[config.mk]
export PLATFORM = sky130hd
export DESIGN_NAME = l1d_data_pipe_arb_n_flat
export DESIGN_NICKNAME = d
export VERILOG_FILES = /design/src/rtl/l1d_data_pipe_arb_n_if.sv /design/src/rtl/l1d_data_pipe_arb_n.sv /design/src/flat_wrapper.sv
export SDC_FILE = /design/constraint.sdc
export NUM_CORES = 1
export LEC_CHECK = 0
export ABC_AREA = 1
export BUFFER_PORTS_ARGS = -buffer_cell sky130_fd_sc_hd__buf_4
export CAP_MARGIN = 10
export CELL_PAD_IN_SITES_DETAIL_PLACEMENT = 1
export CELL_PAD_IN_SITES_GLOBAL_PLACEMENT = 2
export CORE_ASPECT_RATIO = 1.25
export CORE_UTILIZATION = 23
export DETAILED_ROUTE_END_ITERATION = 6
export PLACE_DENSITY_LB_ADDON = 0.12
export SLEW_MARGIN = 20
export SYNTH_ARGS = -nofsm -noshare
export SYNTH_HDL_FRONTEND = slang
export SYNTH_SLANG_ARGS = --single-unit
[constraint.sdc]
create_clock -name clk -period 2.2 [get_ports clk]
set_input_delay 0.22 -clock clk [delete_from_list [all_inputs] [get_ports clk]]
set_output_delay 0.22 -clock clk [all_outputs]
set_load 0.02 [all_outputs]
[src/rtl/l1d_data_pipe_arb_n_if.sv]
// Request/response bundle between the L1D data-RAM requesters and the data-pipe arbiter.
// The arbiter attaches via 'slave'; the requester/pipe side (or a bench) uses 'master'.
interface l1d_data_pipe_arb_n_if #(
    parameter int NUM_CH = 3,
    parameter int PLD_W  = 64,
    parameter int CH_W   = $clog2(NUM_CH)
);
    // Strict valid/ready: a source holds vld and its payload stable until rdy; a beat moves on vld & rdy.
    logic [NUM_CH-1:0]       req_vld;
    logic [NUM_CH-1:0]       req_rdy;
    logic [NUM_CH-1:0]       req_last;
    logic [NUM_CH*PLD_W-1:0] req_pld;
    logic                    out_vld;
    logic                    out_rdy;
    logic [PLD_W-1:0]        out_pld;
    logic [CH_W-1:0]         out_ch_id;
    logic                    out_last;

    modport master (
        output req_vld, req_last, req_pld, out_rdy,
        input  req_rdy, out_vld, out_pld, out_ch_id, out_last
    );

    modport slave (
        input  req_vld, req_last, req_pld, out_rdy,
        output req_rdy, out_vld, out_pld, out_ch_id, out_last
    );
endinterface

[src/rtl/l1d_data_pipe_arb_n.sv]
// N-channel arbiter merging requester beats into the single L1D data-RAM pipe through a
// registered output slice; fixed-priority with starvation promotion, or round-robin; bursts lock the grant.
module l1d_data_pipe_arb_n #(
    parameter int NUM_CH    = 3,
    parameter int PLD_W     = 64,
    parameter int ARB_MODE  = 0,
    parameter int STARVE_TH = 8,
    parameter int CH_W      = $clog2(NUM_CH)
) (
    input  logic                clk,
    input  logic                rst,
    l1d_data_pipe_arb_n_if.slave bus,
    output logic                dbg_lock_o,
    output logic [CH_W-1:0]     dbg_lock_ch_o,
    output logic [CH_W-1:0]     dbg_rr_ptr_o
);

    localparam logic [7:0] TH = 8'(STARVE_TH);

    logic                slot_free;
    logic                accept;
    logic [NUM_CH-1:0]   gnt;
    logic [NUM_CH-1:0]   starved;
    logic [CH_W-1:0]     gnt_idx;
    logic [PLD_W-1:0]    gnt_pld;
    logic                gnt_last;

    logic                out_vld_q,   out_vld_d;
    logic [PLD_W-1:0]    out_pld_q,   out_pld_d;
    logic [CH_W-1:0]     out_ch_id_q, out_ch_id_d;
    logic                out_last_q,  out_last_d;
    logic                lock_q,      lock_d;
    logic [CH_W-1:0]     lock_ch_q,   lock_ch_d;
    logic [CH_W-1:0]     rr_ptr_q,    rr_ptr_d;
    logic [7:0]          starve_q [NUM_CH];
    logic [7:0]          starve_d [NUM_CH];

    assign slot_free = !out_vld_q || bus.out_rdy;

    always_comb begin
        starved = '0;
        for (int i = 0; i < NUM_CH; i++) begin
            starved[i] = (ARB_MODE == 0) && bus.req_vld[i] && (starve_q[i] == TH);
        end
    end

    // Grant is held at zero in reset and while the output slot is stalled.
    always_comb begin : grant
        logic found;
        gnt   = '0;
        found = 1'b0;
        if (!rst && slot_free) begin
            if (lock_q) begin
                for (int i = 0; i < NUM_CH; i++) begin
                    if (lock_ch_q == CH_W'(i)) gnt[i] = bus.req_vld[i];
                end
            end else if (|starved) begin
                for (int i = 0; i < NUM_CH; i++) begin
                    if (starved[i] && !found) begin
                        gnt[i] = 1'b1;
                        found  = 1'b1;
                    end
                end
            end else if (ARB_MODE == 0) begin
                for (int i = 0; i < NUM_CH; i++) begin
                    if (bus.req_vld[i] && !found) begin
                        gnt[i] = 1'b1;
                        found  = 1'b1;
                    end
                end
            end else begin
                // Visit channels in order rr_ptr, rr_ptr+1, ... wrapping; first valid one wins.
                for (int k = 0; k < NUM_CH; k++) begin
                    for (int i = 0; i < NUM_CH; i++) begin
                        if (!found && bus.req_vld[i] && (((int'(rr_ptr_q) + k) % NUM_CH) == i)) begin
                            gnt[i] = 1'b1;
                            found  = 1'b1;
                        end
                    end
                end
            end
        end
    end

    always_comb begin
        gnt_idx  = '0;
        gnt_pld  = '0;
        gnt_last = 1'b0;
        for (int i = 0; i < NUM_CH; i++) begin
            if (gnt[i]) begin
                gnt_idx  = CH_W'(i);
                gnt_pld  = bus.req_pld[i*PLD_W +: PLD_W];
                gnt_last = bus.req_last[i];
            end
        end
    end

    assign accept      = |gnt;
    assign bus.req_rdy = gnt;

    always_comb begin
        out_vld_d   = out_vld_q;
        out_pld_d   = out_pld_q;
        out_ch_id_d = out_ch_id_q;
        out_last_d  = out_last_q;
        lock_d      = lock_q;
        lock_ch_d   = lock_ch_q;
        rr_ptr_d    = rr_ptr_q;
        if (accept) begin
            out_vld_d   = 1'b1;
            out_pld_d   = gnt_pld;
            out_ch_id_d = gnt_idx;
            out_last_d  = gnt_last;
            if (!gnt_last) begin
                lock_d    = 1'b1;
                lock_ch_d = gnt_idx;
            end else begin
                lock_d = 1'b0;
                if (ARB_MODE != 0) begin
                    rr_ptr_d = (gnt_idx == CH_W'(NUM_CH - 1)) ? '0 : gnt_idx + 1'b1;
                end
            end
        end else if (slot_free) begin
            out_vld_d = 1'b0;
        end
    end

    // Waiting counters: a grant with last clears; a beat from another channel bumps up to TH.
    always_comb begin
        for (int i = 0; i < NUM_CH; i++) begin
            starve_d[i] = starve_q[i];
            if (ARB_MODE != 0) begin
                starve_d[i] = '0;
            end else if (accept && gnt[i]) begin
                if (bus.req_last[i]) starve_d[i] = '0;
            end else if (accept && bus.req_vld[i] && (starve_q[i] != TH)) begin
                starve_d[i] = starve_q[i] + 8'd1;
            end
        end
    end

    always_ff @(posedge clk) begin
        if (rst) begin
            out_vld_q   <= 1'b0;
            out_pld_q   <= '0;
            out_ch_id_q <= '0;
            out_last_q  <= 1'b0;
            lock_q      <= 1'b0;
            lock_ch_q   <= '0;
            rr_ptr_q    <= '0;
            for (int i = 0; i < NUM_CH; i++) starve_q[i] <= '0;
        end else begin
            out_vld_q   <= out_vld_d;
            out_pld_q   <= out_pld_d;
            out_ch_id_q <= out_ch_id_d;
            out_last_q  <= out_last_d;
            lock_q      <= lock_d;
            lock_ch_q   <= lock_ch_d;
            rr_ptr_q    <= rr_ptr_d;
            for (int i = 0; i < NUM_CH; i++) starve_q[i] <= starve_d[i];
        end
    end

    assign bus.out_vld    = out_vld_q;
    assign bus.out_pld    = out_pld_q;
    assign bus.out_ch_id  = out_ch_id_q;
    assign bus.out_last   = out_last_q;
    assign dbg_lock_o     = lock_q;
    assign dbg_lock_ch_o  = lock_ch_q;
    assign dbg_rr_ptr_o   = rr_ptr_q;

    a_gnt_onehot0: assert property (@(posedge clk) disable iff (rst) $onehot0(gnt));
    a_no_rdy_on_stall: assert property (@(posedge clk) disable iff (rst)
        (out_vld_q && !bus.out_rdy) |-> (bus.req_rdy == '0));
    a_lock_ch_stable: assert property (@(posedge clk) disable iff (rst) lock_q |=> $stable(lock_ch_q));

endmodule

[src/flat_wrapper.sv]
// flat-port wrapper written by rule: the top's interface ports become plain ports
module l1d_data_pipe_arb_n_flat 
#(
    parameter int NUM_CH    = 3,
    parameter int PLD_W     = 64,
    parameter int ARB_MODE  = 0,
    parameter int STARVE_TH = 8,
    parameter int CH_W      = $clog2(NUM_CH)
)
  (clk, rst, dbg_lock_o, dbg_lock_ch_o, dbg_rr_ptr_o, bus_req_vld, bus_req_last, bus_req_pld, bus_out_rdy, bus_req_rdy, bus_out_vld, bus_out_pld, bus_out_ch_id, bus_out_last);
  l1d_data_pipe_arb_n_if #(.NUM_CH(NUM_CH), .PLD_W(PLD_W), .CH_W(CH_W)) bus_i ();
  input  logic clk;
  input  logic rst;
  output logic dbg_lock_o;
  output logic [CH_W-1:0] dbg_lock_ch_o;
  output logic [CH_W-1:0] dbg_rr_ptr_o;
  input wire logic [$bits(bus_i.req_vld)-1:0] bus_req_vld;
  input wire logic [$bits(bus_i.req_last)-1:0] bus_req_last;
  input wire logic [$bits(bus_i.req_pld)-1:0] bus_req_pld;
  input wire logic [$bits(bus_i.out_rdy)-1:0] bus_out_rdy;
  output wire logic [$bits(bus_i.req_rdy)-1:0] bus_req_rdy;
  output wire logic [$bits(bus_i.out_vld)-1:0] bus_out_vld;
  output wire logic [$bits(bus_i.out_pld)-1:0] bus_out_pld;
  output wire logic [$bits(bus_i.out_ch_id)-1:0] bus_out_ch_id;
  output wire logic [$bits(bus_i.out_last)-1:0] bus_out_last;
  assign bus_i.req_vld = bus_req_vld;
  assign bus_i.req_last = bus_req_last;
  assign bus_i.req_pld = bus_req_pld;
  assign bus_i.out_rdy = bus_out_rdy;
  assign bus_req_rdy = bus_i.req_rdy;
  assign bus_out_vld = bus_i.out_vld;
  assign bus_out_pld = bus_i.out_pld;
  assign bus_out_ch_id = bus_i.out_ch_id;
  assign bus_out_last = bus_i.out_last;
  l1d_data_pipe_arb_n #(.NUM_CH(NUM_CH), .PLD_W(PLD_W), .ARB_MODE(ARB_MODE), .STARVE_TH(STARVE_TH), .CH_W(CH_W)) u_core (.clk(clk), .rst(rst), .bus(bus_i), .dbg_lock_o(dbg_lock_o), .dbg_lock_ch_o(dbg_lock_ch_o), .dbg_rr_ptr_o(dbg_rr_ptr_o));
endmodule
==> flow_summary_export.csv, run 1 <==
group,metric,value,unit
setup_path,timing.critical_path.fanout_max,10,
setup_path,timing.critical_path.cells,"inv_2 > ha_4 > nand3_2 > nor2_4 > nand2_2 > a21oi_2 > nand2_2 > nand2_4 > inv_8 > buf_12 > buf_8",
logic_synthesis,synthesized_area_fraction_occupied_by_ao_oa_aoi_and_oai_cells,11.7,%
floorplanning,chipWidth,136,µm
floorplanning,io-pin-count,277,
logic_synthesis,synth_top_family_by_area,"simple AND/OR/NAND/NOR gates",
routing,postRouteWirelength,22400,µm
power_and_ir_drop,leakage,3.90,nW
clock_tree,cts_buffers,9,
clock_tree,clock-sinks,95,
logic_synthesis,yosys.area_share.simple,39.3,%
setup_path,cp_top_family,"simple AND/OR/NAND/NOR gates",
power_and_ir_drop,power.sequential.fraction,36.9,%
timing,hold_viol_final,0,
placed_design,gp_congestion,0.773,
timing,final_cycle_utilization_of_the_critical_path,96.4,%
routing,avgRoutedWirePerCell,16.9,µm
setup_path,worst_ep_arrival_time,1.90,ns
routing,route.detailed.drc,0,
logic_synthesis,yosys_warnings,0,
placed_design,hpwl_after_dpl,16000,µm
timing,finalSetupViolCount,0,
power_and_ir_drop,ir_drop,0.359,mV
run,maximum_capacitance_violations,0,
logic_synthesis,yosysUniqueCellTypes,32,
floorplanning,fp-row-count,61,
floorplanning,floorplan.initialDensity,23.4,%
logic_synthesis,synth-async-reset-ratio,0,%
clock_tree,tritoncts,"done",
power_and_ir_drop,p_switching,1.79,mW
timing,max_slew_margin,48.0,%
clock_tree,cts.reportedPaths.clkPinSlew,0.07,ns
logic_synthesis,synthMuxAreaShare,0,%
logic_synthesis,yosysSeqAreaShare,36.7,%
setup_path,crit_slowest_cell,"sky130_fd_sc_hd__dfxtp_1",
routing,drt.antenna.violating_nets,0,
timing,grt_setup_unrepaired,"true",
logic_synthesis,synth.ff_latch_count,95,
logic_synthesis,yosys.area_share.xor_xnor,2.53,%
setup_path,critical_path.most_common_cell,"sky130_fd_sc_hd__nand2_2",
grt,first_global_vias,5948,
setup_path,timing.critical_path.buf_inv,4,
routing,dr_total_vias,6048,
timing,fin_worst_skew,0.00688,ns
logic_synthesis,yosys-top-cells-area,"sky130_fd_sc_hd__dfxtp_1 37%, sky130_fd_sc_hd__nand2_1 17%, sky130_fd_sc_hd__nand3_1 9.8%",
grt,grt_antenna_before_repair,1,
logic_synthesis,synth.cell_area,5190,µm²
power_and_ir_drop,power_frac_comb,32.3,%
power_and_ir_drop,cell_internal_pwr,3.58,mW
setup_path,timing.critical_path.from_type,"flip-flop",
grt,grt_start_max_net_pins,61,
logic_synthesis,yosysTopAreaCellShare,36.7,%
power_and_ir_drop,swShare,33.3,%
clock_tree,cts_max_path_buffers,2,
routing,detailed_router_iteration_count_before_antenna_repair,4,
logic_synthesis,synth-main-ff-cell,"sky130_fd_sc_hd__dfxtp_1",
hold_path,holdCritPathClass,"primary input to flip-flop",
clock_tree,htree_num_levels,3,
clock_tree,clock_tree.root_cell,"sky130_fd_sc_hd__clkbuf_16",
run_status,run_status,"finished clean",
routing,routed_via_density,4.56,
floorplanning,fp.dieArea,23200,µm²
grt,globalRoute.totalOverflow,0,
clock_tree,clk_latency,0.35,ns
logic_synthesis,synthDominantAreaCellType,"sky130_fd_sc_hd__dfxtp_1",
finish,layout.cells.most_common,"sky130_fd_sc_hd__buf_4",
finish,num-nets-final,1245,
placed_design,pre_cts_slack,0.0455,ns
floorplanning,die_h,170,µm
logic_synthesis,synth-edff-count,0,
timing,tns,0,ns
grt,grt_pass1_wl,32300,µm
finish,antenna_fix_cells,0,
power_and_ir_drop,power.share.clock,30.8,%
power_and_ir_drop,power,5.37,mW
timing,worstMarginPinSlew,0.780,ns
timing,final_critical_path_setup_slack,0.0793,ns
finish,final_layout_size_suffix_gt1_share,42.5,%
timing,layout_min_cycle_time,2.12,ns
setup_path,cpPeakStageDelay,0.32,ns
routing,detailedRoute.firstIterationViolations,150,
setup_path,crit_path_end_kind,"output port",
finish,layout_common_cells,"300 x sky130_fd_sc_hd__buf_4, 220 x sky130_fd_sc_hd__nand2_1, 93 x sky130_fd_sc_hd__nand3_1, 93 x sky130_fd_sc_hd__dfxtp_1, 71 x sky130_fd_sc_hd__nor2_1",
timing,achievable_freq,472,MHz
timing,holdWs,0.175,ns
setup_path,critical_path_required,1.98,ns
finish,synthToLayoutAreaGrowth,60.0,%
logic_synthesis,syn-mean-instance-area,6.89,µm²
grt,groute.usage.overall,18.3,%
timing,timing_max_transition_violations_final,0,
logic_synthesis,synth_fa_ha_area_share,1.45,%
logic_synthesis,syn_inst,753,
placed_design,numPortBuffers,274,
setup_path,setup.worst_path.class,"flip-flop to output port",
power_and_ir_drop,cellPowerDensity,647,nW/µm²
floorplanning,core_region_area,22200,µm²
## layer usage
layer | part of all wire (%) | track usage (%) | vias up
met5 | 0.058 | 0 | -
met1 | 41 | 21.0 | 2862
met4 | 1.7 | 5.65 | 2
met3 | 4.9 | 3.01 | 22
li1 | - | - | 3006
met2 | 52 | 33.9 | 156
## worst min-delay path, stage by stage
cell,delay [ns]
sky130_fd_sc_hd__buf_4,0.08
sky130_fd_sc_hd__inv_1,0.03
sky130_fd_sc_hd__nand2_1,0.08
sky130_fd_sc_hd__a21oi_1,0.07
## registers in the layout, indices dropped and copies added (netlist names)
signal	flops
u_core.dbg_lock_o	1
u_core.bus.out_pld	64
u_core.bus.out_ch_id	2
u_core.dbg_lock_ch_o	2
u_core.starve_q	24
u_core.bus.out_last	1
u_core.bus.out_vld	1
## path summary, 6_finish.rpt
| check | startpoint | endpoint | slack, ns | cells after the start |
|---|---|---|---|---|
| worst max-delay path | u_core.starve_q[0][0] | bus_req_rdy[1] | 0.08 | 11 |
| worst min-delay path | bus_out_rdy | u_core.bus.out_vld | 0.18 | 4 |
| worst max register to register | u_core.starve_q[0][0] | u_core.bus.out_pld[60] | 0.12 | 15 |
| worst min register to register | u_core.bus.out_ch_id[0] | u_core.bus.out_ch_id[0] | 0.47 | 2 |
## cells in the mapped netlist (2+ instances only)
master                       n
sky130_fd_sc_hd__xnor2_1     5
sky130_fd_sc_hd__nor2_1     73
sky130_fd_sc_hd__a21oi_2    29
sky130_fd_sc_hd__nand3b_1    8
sky130_fd_sc_hd__nand3_2     3
sky130_fd_sc_hd__dfxtp_1    95
sky130_fd_sc_hd__inv_1      28
sky130_fd_sc_hd__nor2_2     19
sky130_fd_sc_hd__buf_6       9
sky130_fd_sc_hd__nand3_1   102
sky130_fd_sc_hd__clkbuf_1   14
sky130_fd_sc_hd__nand2_1   231
sky130_fd_sc_hd__buf_8       2
sky130_fd_sc_hd__nor3_1      7
sky130_fd_sc_hd__buf_4       4
sky130_fd_sc_hd__inv_2       2
sky130_fd_sc_hd__buf_2      15
sky130_fd_sc_hd__nand4_1     6
sky130_fd_sc_hd__ha_1        6
sky130_fd_sc_hd__o21ai_0     4
sky130_fd_sc_hd__nand2_2     6
sky130_fd_sc_hd__a21oi_1    65
sky130_fd_sc_hd__xor2_1     10
sky130_fd_sc_hd__nor2_4      2
## through the flow
step	utilization, %	instances	area, µm²
6_report	37.4	1326	8300
5_1_grt	37.4	1326	8300
4_1_cts	36.0	1315	7990
3_5_place_dp	34.3	1297	7620
3_3_place_gp	34.3	1297	7620
2_1_floorplan	-	754	5190
## power by group through the flow
stage | clock [mW] | combinational [mW] | sequential, mW
floorplan | 0 | 0.698 | 2.17
global placement | 0 | 1.61 | 2.01
detailed placement | 0 | 1.61 | 2.01
CTS | 1.71 | 1.65 | 1.97
global route | 1.77 | 1.89 | 2.00
finish | 1.65 | 1.74 | 1.98
## what timing repair did
action	CTS	global route
hold buffers	0	0
endpoints found under the setup margin	2	84
pin swaps	2	8
setup buffers	2	8
gates cloned	1	4
resized for setup	9	57
## logic make-up after synthesis
family,count (synthesis)
fa+ha+maj,6
other cells,1
buf+inv,77
flops,95
compound gates,99
xor+xnor,15
simple gates,460
## area by class of cell
| cell class | instances | area [µm²] |
|---|---|---|
| well taps | 283 | 354 |
| inverters | 32 | 144 |
| flip-flops and latches | 95 | 1900 |
| multi-input cells | 582 | 3020 |
| fillers | 2752 | 13900 |
| repair buffers | 318 | 2580 |
| clock buffers | 11 | 243 |
| clock inverters | 5 | 56.3 |
(Power assumes the default switching activity.)
==> inputs of run 2 (changes only) <==
--- a/config.mk
+++ b/config.mk
@@ -8,12 +8,12 @@
 export ABC_AREA = 1
 export BUFFER_PORTS_ARGS = -buffer_cell sky130_fd_sc_hd__buf_4
 export CAP_MARGIN = 10
-export CELL_PAD_IN_SITES_DETAIL_PLACEMENT = 1
-export CELL_PAD_IN_SITES_GLOBAL_PLACEMENT = 2
+export CELL_PAD_IN_SITES_DETAIL_PLACEMENT = 0
+export CELL_PAD_IN_SITES_GLOBAL_PLACEMENT = 1
 export CORE_ASPECT_RATIO = 1.25
-export CORE_UTILIZATION = 23
+export CORE_UTILIZATION = 30
 export DETAILED_ROUTE_END_ITERATION = 6
-export PLACE_DENSITY_LB_ADDON = 0.12
+export PLACE_DENSITY_LB_ADDON = 0.1
 export SLEW_MARGIN = 20
 export SYNTH_ARGS = -nofsm -noshare
 export SYNTH_HDL_FRONTEND = slang
==> flow_summary_export.csv, run 2 (synthesis results as in run 1) <==
group,metric,value,unit
run_status,run_status,"finished clean",
routing,routed_via_density,4.70,
timing,worstMarginPinSlew,1.04,ns
finish,antenna_fix_cells,0,
power_and_ir_drop,leakage,3.94,nW
placed_design,hpwl_after_dpl,13700,µm
setup_path,critical_path.most_common_cell,"sky130_fd_sc_hd__nand2_2",
floorplanning,core_region_area,16800,µm²
finish,post-route-util,49.1,%
setup_path,timing.critical_path.fanout_max,8,
timing,final_cycle_utilization_of_the_critical_path,95.3,%
clock_tree,cts_hold_buf,0,
setup_path,crit_end,"bus_req_rdy[1]",
setup_path,timing.critical_path.buf_inv,4,
timing,achievable_freq,477,MHz
clock_tree,cts_max_path_buffers,2,
routing,route.detailed.drc,0,
placed_design,gp_congestion,0.799,
placed_design,placed_cells,1229,
clock_tree,clk_latency,0.35,ns
routing,postRouteWirelength,19900,µm
grt,grt_pass1_wl,29100,µm
placed_design,placement.cell_area,7480,µm²
timing,hold_viol_final,0,
power_and_ir_drop,ir_drop,0.281,mV
clock_tree,clock_tree.root_cell,"sky130_fd_sc_hd__clkbuf_16",
grt,groute.usage.overall,20.9,%
floorplanning,die_h,149,µm
floorplanning,floorplan.initialDensity,30.8,%
setup_path,timing.rr.start,"u_core.starve_q[0][0]",
setup_path,reg2reg_depth,15,
routing,drt.antenna.violating_nets,0,
clock_tree,htree_num_levels,3,
timing,final_critical_path_setup_slack,0.104,ns
setup_path,critical_path_required,1.98,ns
clock_tree,tritoncts,"done",
finish,layout_common_cells,"299 x sky130_fd_sc_hd__buf_4, 228 x sky130_fd_sc_hd__nand2_1, 92 x sky130_fd_sc_hd__nand3_1, 91 x sky130_fd_sc_hd__dfxtp_1, 72 x sky130_fd_sc_hd__nor2_1",
timing,layout_min_cycle_time,2.10,ns
setup_path,worst_ep_arrival_time,1.88,ns
routing,detailedRoute.firstIterationViolations,213,
timing,timing_max_transition_violations_final,0,
timing,max_slew_margin,30.7,%
timing,holdWs,0.182,ns
floorplanning,fp-row-count,53,
setup_path,setup.worst_path.class,"flip-flop to output port",
clock_tree,cts_buffers,9,
setup_path,r2r_end,"u_core.bus.out_pld[19]",
grt,grt_start_max_net_pins,87,
setup_path,timing.critical_path.from_type,"flip-flop",
timing,tns,0,ns
power_and_ir_drop,cellPowerDensity,643,nW/µm²
clock_tree,cts.reportedPaths.clkPinSlew,0.07,ns
setup_path,crit_slowest_cell,"sky130_fd_sc_hd__dfxtp_2",
floorplanning,io-pin-count,277,
power_and_ir_drop,power,5.32,mW
floorplanning,fp.dieArea,17800,µm²
setup_path,r2r_slack,0.12,ns
routing,dr_total_vias,5941,
setup_path,cpPeakStageDelay,0.33,ns
setup_path,cp_top_family,"simple AND/OR/NAND/NOR gates",
placed_design,pre_cts_slack,0.0440,ns
hold_path,holdCritPathClass,"primary input to flip-flop",
run,maximum_capacitance_violations,0,
grt,grt_antenna_before_repair,0,
grt,globalRoute.totalOverflow,0,
finish,num-nets-final,1246,
finish,largest_register_ffs,64,
setup_path,critical_path_start,"u_core.starve_q[0][0]",
setup_path,timing.critical_path.cells,"inv_2 > ha_4 > nand3_2 > nor2_4 > nand2_2 > a21oi_2 > nand2_2 > nand2_4 > inv_8 > buf_12 > buf_6",
routing,avgRoutedWirePerCell,15.7,µm
finish,finalNonFillerCells,1264,
finish,layout.cells.most_common,"sky130_fd_sc_hd__buf_4",
finish,final_layout_size_suffix_gt1_share,41.9,%
finish,post-route-cell-area,8270,µm²
routing,detailed_router_iteration_count_before_antenna_repair,4,
setup_path,crit_path_end_kind,"output port",
timing,finalSetupViolCount,0,
clock_tree,clock-sinks,95,
timing,fin_worst_skew,0.00656,ns
floorplanning,chipWidth,120,µm
grt,first_global_vias,5538,
finish,synthToLayoutAreaGrowth,59.5,%
placed_design,numPortBuffers,274,
setup_path,cp.depth,11,
==> run 2: metal layers <==
metal / GRT usage, % / routed length [µm] / up-vias / part of all wire (%)
li1: - / - / 3019 / -
met4: 7.00 / 332 / 0 / 1.7
met1: 24.7 / 8160 / 2717 / 41
met5: 0 / 0 / - / 0
met3: 3.94 / 1310 / 22 / 6.6
met2: 37.7 / 10100 / 183 / 51
==> run 2: worst min-delay path, delay by kind of cell <==
family / cells / cell delay, ns
and+or+nand+nor: 3 / 0.17
AOI/OAI and AO/OA: 1 / 0.04
buffers and inverters: 1 / 0.07
==> run 2: how the worst min path moves through the flow <==
stage	from	end	slack (ns)	depth (start not counted)
finish	bus_req_pld[172]	u_core.bus.out_pld[44]	0.18	5
global route	bus_out_rdy	u_core.bus.out_vld	0.19	4
CTS	bus_req_pld[172]	u_core.bus.out_pld[44]	0.17	5
detailed placement	u_core.bus.out_ch_id[0]	u_core.bus.out_ch_id[0]	0.46	2
global placement	u_core.bus.out_pld[60]	u_core.bus.out_pld[60]	0.46	2
floorplan	bus_out_rdy	u_core.bus.out_vld	0.41	3
==> run 2: report_power, final <==
| group | switching [mW] | leakage (nW) | internal (mW) | total [mW] |
|---|---|---|---|---|
| clock | 0.669 | 0.146 | 0.908 | 1.58 |
| sequential | 0.103 | 0.780 | 1.87 | 1.98 |
| combinational | 0.939 | 3.02 | 0.832 | 1.77 |
| total | 1.71 | 3.94 | 3.61 | 5.32 |
==> run 2: repair_timing <==
item	in CTS	in global routing
pin swaps	1	11
setup endpoints to repair	3	88
cloned	1	8
resized for setup	6	54
setup buffers	3	7
==> run 2: final cells by class <==
cell class,instances,area (µm²)
clock buffers,12,246
clock inverters,4,45.0
fillers,1766,8570
inverters,32,143
multi-input cells,582,3000
flip-flops and latches,95,1910
well taps,220,275
repair buffers,319,2660
